`config.mk`:
```
export PLATFORM = sky130hd
export DESIGN_NAME = mem_access_unit
export DESIGN_NICKNAME = d
export VERILOG_FILES = /design/src/rtl/mem_access_unit.sv
export SDC_FILE = /design/constraint.sdc
export NUM_CORES = 1
export LEC_CHECK = 0
export CORE_MARGIN = 4
export CORE_UTILIZATION = 30
export CTS_CLUSTER_SIZE = 8
export DETAILED_ROUTE_END_ITERATION = 10
export PLACE_DENSITY = 0.68
export RECOVER_POWER = 100
export SLEW_MARGIN = 0
export SYNTH_ARGS = -nofsm -noshare
export SYNTH_HDL_FRONTEND = slang
export SYNTH_SLANG_ARGS = --single-unit
```
`constraint.sdc`:
```
create_clock -name clk -period 2.6 [get_ports clk]
set_input_delay 0.26 -clock clk [delete_from_list [all_inputs] [get_ports clk]]
set_output_delay 0.26 -clock clk [all_outputs]
set_load 0.01 [all_outputs]
```
`src/rtl/mem_access_unit.sv`:
```
// Single-port memory access unit: accepts one load/store request at a time,
// checks alignment and range, drives a registered memory port and returns an extended response.
module mem_access_unit #(
  parameter int         ADDR_BITS     = 13,
  parameter int         READ_LATENCY  = 2,
  parameter logic [1:0] MEM_DISABLE   = 2'b00,
  parameter logic [1:0] MEM_READ_SEXT = 2'b01,
  parameter logic [1:0] MEM_READ_ZEXT = 2'b10,
  parameter logic [1:0] MEM_WRITE     = 2'b11,
  parameter logic [1:0] BYTE          = 2'b00,
  parameter logic [1:0] HALFWORD      = 2'b01,
  parameter logic [1:0] WORD          = 2'b10
) (
  input  logic                 clk,
  input  logic                 rst_n,
  input  logic                 req_valid,
  output logic                 req_ready,
  input  logic [31:0]          req_addr,
  input  logic [1:0]           req_op,
  input  logic [1:0]           req_size,
  input  logic [31:0]          req_wdata,
  output logic                 rsp_valid,
  output logic [31:0]          rsp_rdata,
  output logic                 rsp_fault,
  output logic                 mem_en,
  output logic [3:0]           mem_we,
  output logic [ADDR_BITS-1:0] mem_addr,
  output logic [31:0]          mem_wdata,
  input  logic [31:0]          mem_rdata
);

  typedef enum logic [1:0] {IDLE, ISSUE, READ_WAIT, RESP} state_t;

  localparam logic [1:0] CNT_INIT = 2'(READ_LATENCY - 1);

  state_t                r_state;
  state_t                w_next;
  logic [1:0]            r_cnt;
  logic [1:0]            r_op;
  logic [1:0]            r_size;
  logic [1:0]            r_lane;
  logic                  r_write;
  logic                  r_mem_en;
  logic [3:0]            r_mem_we;
  logic [ADDR_BITS-1:0]  r_mem_addr;
  logic [31:0]           r_mem_wdata;
  logic                  r_rsp_valid;
  logic [31:0]           r_rsp_rdata;
  logic                  r_rsp_fault;

  logic                  w_open;
  logic                  w_accept;
  logic                  w_misalign;
  logic                  w_range;
  logic                  w_fault;
  logic                  w_go;

  function automatic logic [3:0] f_byte_en(input logic [1:0] size, input logic [1:0] lane);
    case (size)
      BYTE:     return 4'b0001 << lane;
      HALFWORD: return lane[1] ? 4'b1100 : 4'b0011;
      WORD:     return 4'b1111;
      default:  return 4'b0000;
    endcase
  endfunction

  function automatic logic [31:0] f_replicate(input logic [1:0] size, input logic [31:0] d);
    case (size)
      BYTE:     return {4{d[7:0]}};
      HALFWORD: return {2{d[15:0]}};
      default:  return d;
    endcase
  endfunction

  function automatic logic [31:0] f_extract(input logic [31:0] d, input logic [1:0] op,
                                            input logic [1:0] size, input logic [1:0] lane);
    logic [31:0] shifted;
    logic [15:0] half;
    logic        sx;
    shifted = d >> {lane, 3'b000};
    half    = lane[1] ? d[31:16] : d[15:0];
    sx      = (op == MEM_READ_SEXT);
    case (size)
      BYTE:     return {{24{sx & shifted[7]}}, shifted[7:0]};
      HALFWORD: return {{16{sx & half[15]}}, half};
      default:  return d;
    endcase
  endfunction

  assign w_open     = (r_state == IDLE) || (r_state == RESP);
  assign req_ready  = w_open;
  assign w_accept   = req_valid & w_open;
  assign w_misalign = (req_size == 2'b11) ||
                      ((req_size == HALFWORD) && req_addr[0]) ||
                      ((req_size == WORD) && (req_addr[1:0] != 2'b00));
  assign w_range    = |req_addr[31:ADDR_BITS+2];
  assign w_fault    = (req_op != MEM_DISABLE) && (w_misalign || w_range);
  assign w_go       = w_accept && (req_op != MEM_DISABLE) && !w_fault;

  always_comb begin
    w_next = r_state;
    case (r_state)
      IDLE, RESP: begin
        if (w_accept) w_next = w_go ? ISSUE : RESP;
        else          w_next = IDLE;
      end
      ISSUE:     w_next = r_write ? RESP : READ_WAIT;
      READ_WAIT: if (r_cnt == 2'd0) w_next = RESP;
      default:   w_next = IDLE;
    endcase
  end

  always_ff @(posedge clk or negedge rst_n) begin
    if (!rst_n) begin
      r_state     <= IDLE;
      r_cnt       <= 2'd0;
      r_op        <= 2'b00;
      r_size      <= 2'b00;
      r_lane      <= 2'b00;
      r_write     <= 1'b0;
      r_mem_en    <= 1'b0;
      r_mem_we    <= 4'b0000;
      r_mem_addr  <= '0;
      r_mem_wdata <= 32'h0;
      r_rsp_valid <= 1'b0;
      r_rsp_rdata <= 32'h0;
      r_rsp_fault <= 1'b0;
    end else begin
      r_state     <= w_next;
      r_mem_en    <= 1'b0;
      r_mem_we    <= 4'b0000;
      r_rsp_valid <= (w_next == RESP);

      if (w_accept) begin
        r_op    <= req_op;
        r_size  <= req_size;
        r_lane  <= req_addr[1:0];
        r_write <= (req_op == MEM_WRITE);
      end

      // Port signals change only on entry to ISSUE; address and data hold elsewhere.
      if (w_go) begin
        r_mem_en    <= 1'b1;
        r_mem_we    <= (req_op == MEM_WRITE) ? f_byte_en(req_size, req_addr[1:0]) : 4'b0000;
        r_mem_addr  <= req_addr[ADDR_BITS+1:2];
        r_mem_wdata <= f_replicate(req_size, req_wdata);
      end

      if ((r_state == ISSUE) && !r_write)
        r_cnt <= CNT_INIT;
      else if ((r_state == READ_WAIT) && (r_cnt != 2'd0))
        r_cnt <= r_cnt - 2'd1;

      if (w_accept && !w_go) begin
        r_rsp_rdata <= 32'h0;
        r_rsp_fault <= w_fault;
      end else if ((r_state == ISSUE) && r_write) begin
        r_rsp_rdata <= 32'h0;
        r_rsp_fault <= 1'b0;
      end else if ((r_state == READ_WAIT) && (r_cnt == 2'd0)) begin
        r_rsp_rdata <= f_extract(mem_rdata, r_op, r_size, r_lane);
        r_rsp_fault <= 1'b0;
      end
    end
  end

  assign mem_en    = r_mem_en;
  assign mem_we    = r_mem_we;
  assign mem_addr  = r_mem_addr;
  assign mem_wdata = r_mem_wdata;
  assign rsp_valid = r_rsp_valid;
  assign rsp_rdata = r_rsp_rdata;
  assign rsp_fault = r_rsp_fault;

endmodule

```
[Word level (Yosys, flattened, before mapping)]
Index checks and enable logic that the tools add are counted.
Storage, ports and cells
  register bits: 95
  latch bits: 0
  RAM bits: 0
  ROM bits: 0
  input port bits: 103
  output and inout port bits: 85
  word-level logic and storage cells: 78
  memories: 0
Operators by class
  $add $sub $neg: 1
  $mul: 0
  divide/modulo/power cells: 0
  order comparisons: 0
  eq/ne operators: 10
  shifts and indexed selects: 2
  mux-type cells: 21
  bitwise operators: 3
  reduce and logical (&&, ||, !) cells: 28
Operator list (number)
  32-bit one-hot mux with 2 select lines: 2
  32-bit 2-to-1 mux: 3
  32-bit by 5-bit right shift with 8-bit output: 1
  17-bit OR reduction: 1
  16-bit 2-to-1 mux: 1
  2-bit equality test (second input constant): 6
  4-bit 2-to-1 mux: 3
  4-bit one-hot mux with 3 select lines: 1
  1-bit logical AND: 10
  2-bit 2-to-1 mux: 5
  2-bit by 1-bit equality test with 1-bit output (second input constant): 4
  2-bit logical NOT: 4
  2-bit nonzero test: 4
  2-bit one-hot mux with 3 select lines: 1
  1-bit 2-to-1 mux: 5
  1-bit logical OR: 4
  1-bit by 2-bit left shift with 4-bit output (first input constant): 1
  1-bit AND: 3
  1-bit logical NOT: 3
  3-bit nonzero test: 1
  2-bit OR reduction: 1
  2-bit by 1-bit subtractor with 2-bit output (second input constant): 1

[Logic depth before layout (Yosys ltp)]
  depth after elaboration: 12
  gate-level depth with buffers: 8
  depth with buffers taken out: 6

[Worst setup path after synthesis]
Ideal clock, no wire load.
  kind: reg-to-reg
  start: register r_state[0]
  end: register r_rsp_rdata[16] (netlist: rsp_rdata[16])
  library setup time: 78 ps
  arrival time: 2177 ps
  required time: 2522 ps
  path slack: 345 ps
  stages on the path, launching flop included: 9
  buffers on the path: 2
  period minus slack after synthesis: 2255 ps
  path through: dfrtp_1 > inv_1 > ha_1 > and2_1 > clkbuf_1 > nand4_1 > a21oi_2 > buf_6 > o2bb2ai_1
Between the ends
  longest elaborated chain between the ends: 8
  elaborated cells between the ends (all ways): 15
  those cells by class: eq/ne: 3; mux: 2; bitwise: 1; reduce/logical: 9
RTL lines
  from (decl): RTL line 36  | state_t r_state;
  from (signal assigned): RTL line 129  | r_state <= w_next;
  2-bit equality test or 2-bit logical NOT (tied branches): RTL line 90  | assign w_open = (r_state == IDLE) || (r_state == RESP);
  1-bit logical OR (*): RTL line 90
  via req_ready: RTL line 17  | output logic req_ready,
  1-bit AND (*): RTL line 92  | assign w_accept = req_valid & w_open;
  1-bit logical AND (2 in series): RTL line 98  | assign w_go = w_accept && (req_op != MEM_DISABLE) && !w_fault;
  1-bit logical NOT: RTL line 154  | if (w_accept && !w_go) begin
  1-bit logical AND (*): RTL line 154
  3-bit nonzero test (no source line) or 32-bit 2-to-1 mux (tied branches)
  to (signal assigned): RTL line 161  | r_rsp_rdata <= f_extract(mem_rdata, r_op, r_size, r_lane);
  to (decl): RTL line 48  | logic [31:0] r_rsp_rdata;
Mark *: on every way through the listed nets, which the timed path passes. The rest lies on a longest branch.
A chain may end at the register's enable or synchronous reset.

[Worst setup path in the final report]
  start: input req_addr[18]
  end: register r_rsp_rdata[16] (netlist: rsp_rdata[16])
Between the ends
  longest elaborated chain between the ends: 8
  elaborated cells between the ends (all ways): 9
  those cells by class: mux: 1; reduce/logical: 8
RTL lines
  from (decl): RTL line 18  | input logic [31:0] req_addr,
  17-bit OR reduction (*): RTL line 96  | assign w_range = |req_addr[31:ADDR_BITS+2];
  1-bit logical OR (*): RTL line 97  | assign w_fault = (req_op != MEM_DISABLE) && (w_misalign || w_range);
  1-bit logical AND (*): RTL line 97
  1-bit logical NOT (*): RTL line 98
  1-bit logical AND (*): RTL line 98
  via w_go: RTL line 56  | logic w_go;
  1-bit logical NOT (*): RTL line 154
  1-bit logical AND (*): RTL line 154
  3-bit nonzero test (no source line) or 32-bit 2-to-1 mux (tied branches)
Marks and branches as above.

==> summary.md <==
| Metric | Value |
|---|---|
| DR vias | 4362 |
| Clock-pin slew on the worst setup and hold paths | 0.07 ns |
| RR Startpoint | r_state[0] |
| Diode count | 0 |
| #FFs+latches synth | 95 |
| Fin nets | 772 |
| Multi-input gate area | 2050 um2 |
| First-pass GRT wire length | 23.8 mm |
| Fill count | 1443 |
| Crit Path Class | input port to flop |
| RSZ-0062 raised after global routing | false |
| Setup TNS | 0 ns |
| Post-DRT Antenna Nets | 0 |
| Synthesized cell area | 4690 um2 |
| RePlAce Congestion | 0.876 |
| Syn-to-layout area delta | 50.1% |
| Internal power | 3.51 mW |
| Worst Path Arrival | 2.65 ns |
| Global route overflow | 0 |
| Syn Nets | 590 |
| VDD IR max | 0.000402 V |
| Setup Skew | 0.00989 ns |
| Pleak | 3.37 nW |
| Reg2reg end | rsp_rdata[0] |
| Dpl hpwl | 11.4 mm |
| Rel. slew slack | 22.2% |
| Post-Synthesis Cells | 484 |
| F_max | 418 MHz |
| Die height | 133 um |
| Post-route minimum period | 2.39 ns |
| Number of port buffers | 187 |
| Status | finished, final reports clean |
| Gate power share | 39.7% |
| Die area | 17700 um2 |
| Reg2reg setup slack | 0.34 ns |
| Largest net degree at the start of global routing | 71 |
| Most frequent cells in the layout | nand2_1 (109), clkdlybuf4s50_1 (101), dfrtp_1 (95) |
| Clock Sinks | 95 |
| Vias in the first global route | 4669 |
| Fin area | 7040 um2 |
| Max_cap viols | 0 |
| Top_reg_cell synth | dfrtp_1 |
| Post-synth EDFFs | 0 |
| Core ar. | 15300 um2 |
| Share of layout cells above drive strength 1 | 6.71% |
| Die X | 133 um |
| Hold Crit Class | input port to flop |
| Num CTS Buffers | 9 |
| Dpl cell area | 6850 um2 |
| TritonCTS clock tree | done |
| Post-place setup slack | -0.174 ns |
| Sequential share of power | 35.9% |
| Initial antenna violation count | 0 |
| Final Max Slew Viols | 0 |
| Util after Layout | 46.1% |
| Clock power frac | 24.4% |
| Commonest non-fill, non-tap cell in the layout | nand2_1 |
| Iter 0 DRT Violations | 321 |
| Endpoints failing hold | 0 |
| Total wire length | 14.8 mm |
| GR Util All Layers | 16.6% |
| Crit. End Element | flop |
| Worst skew pair latency | 0.35 ns |
| Syn_area_per_cell | 9.69 um2 |
| WHS | 0.444 ns |
| Power Density | 778 nW/um2 |
| Yosys cell types | 49 |
| Initial DRT Pass Iterations | 4 |
| Worst slew pin tran | 1.17 ns |
| Htree depth | 3 |
| Initial core utilization | 30.7% |
| Worst Reg2Reg Path Length in Cells | 6 |
| Final setup fails | 0 |
| CTS Buffer Depth | 2 |
| Setup crit start kind | input port |
| Min-Delay Endpoint | mem_addr[1] |
| Yosys warns | 0 |
| Fin crit share | 91.9% |
| CP max FO | 17 |
| Ys async rst share | 100% |
| HP Start | req_addr[3] |
| Io pins | 188 |
| DR vias/cell | 4.95 |
| Psw | 1.97 mW |
| Hold path cells | 3 |
| Root Driver | clkbuf_16 |
| Critical path data required time | 2.86 ns |
| Post-route worst setup slack | 0.210 ns |
| Drt wl/cell | 16.8 um |
| Switch share | 35.9% |
| Rows | 45 |
| Reg area | 2380 um2 |
| Sequential share of the synthesized area | 50.7% |
| Drc violations | 0 |
## synthesized netlist by cell type (all sizes together) (6+ instances only)
cell	count	share of area, %
a21o	8	1.3
a21oi	40	4.3
a221oi	6	1.1
a22o	8	1.5
buf	6	0.83
clkbuf	25	2.0
dfrtp	95	51
inv	12	0.96
mux2i	25	5.3
nand2	110	8.9
nand3	6	0.64
nor2	22	1.8
nor2b	10	1.3
o21ai	38	4.1
o221a	7	1.7
o2bb2ai	17	4.8
## state kept, by name, summed over array words and instances (netlist names)
register and flops:
mem_wdata 32, r_write 1, mem_addr 13, mem_we 4
r_size 2, mem_en 1, rsp_valid 1, r_op 2
rsp_rdata 32, r_lane 2, r_state 2, rsp_fault 1
r_cnt 2
## area by class of cell
class	instances	share of cell area (%)
inverter	12	0.640
clock inverter	6	0.960
tap	211	3.75
clock buffer	10	3.25
sequential	95	33.8
timing repair buffer	202	28.5
multi-input combinational	346	29.2
## power groups by stage
stage | Clock, mW | Combinational [mW] | Sequential [mW]
detailed placement | 0 | 2.34 | 2.01
global route | 1.44 | 2.40 | 2.00
CTS | 1.38 | 2.35 | 1.98
global placement | 0 | 2.27 | 2.01
finish | 1.34 | 2.18 | 1.97
floorplan | 0 | 1.37 | 1.98
## cells by family (layout without fill, tap and decap cells)
| kind of cell | count (synthesis) | count (layout) | synth area share [%] |
|---|---|---|---|
| compound gates | 145 | 145 | 22.7 |
| simple gates | 171 | 171 | 16.2 |
| mux | 26 | 26 | 5.58 |
| buf+inv | 43 | 230 | 3.79 |
| fa+ha+maj | 3 | 3 | 0.801 |
| xor+xnor | 1 | 1 | 0.187 |
| flops | 95 | 95 | 50.7 |
## how the worst max path moves through the flow
stage,from,end,slack [ns],cells after the start
floorplan,r_state[0],rsp_rdata[16],0.34,8
global placement,req_addr[18],rsp_rdata[16],-0.1,7
detailed placement,req_addr[18],mem_we[0],-0.17,7
CTS,req_addr[18],mem_we[0],0.20,7
global route,req_size[1],rsp_rdata[0],0.05,7
finish,req_addr[18],rsp_rdata[16],0.21,7
## timing repair
action | 4_1_cts | 5_1_grt
hold buffers | 1 | 0
endpoints found under the hold margin | 47 | 0
setup buffers | 0 | 0
resized for setup | 0 | 0
## worst max-delay path, stage by stage
cell and delay (ns):
clkdlybuf4s50_1 0.40, or4_1 0.55, or4_4 0.57, nor4b_4 0.32
o2111ai_1 0.20, buf_12 0.20, o2bb2ai_1 0.15
## stage by stage
step / cells / total power [mW]
3_3_place_gp: 865 / 4.28
6_report: 882 / 5.48
4_1_cts: 882 / 5.71
3_5_place_dp: 865 / 4.35
2_1_floorplan: 484 / 3.35
5_1_grt: 882 / 5.84
## per-layer routing
| layer | share of wire, % | up-vias | wire (um) | GRT usage (%) |
|---|---|---|---|---|
| met2 | 51 | 159 | 7480 | 29.6 |
| met1 | 41 | 2106 | 6010 | 19.1 |
| met4 | 1.6 | 0 | 237 | 4.91 |
| li1 | - | 2079 | - | - |
| met3 | 7.3 | 18 | 1080 | 5.21 |
| met5 | 0 | - | 0 | 0 |
Note: power is estimated with default switching activity, not from simulation.
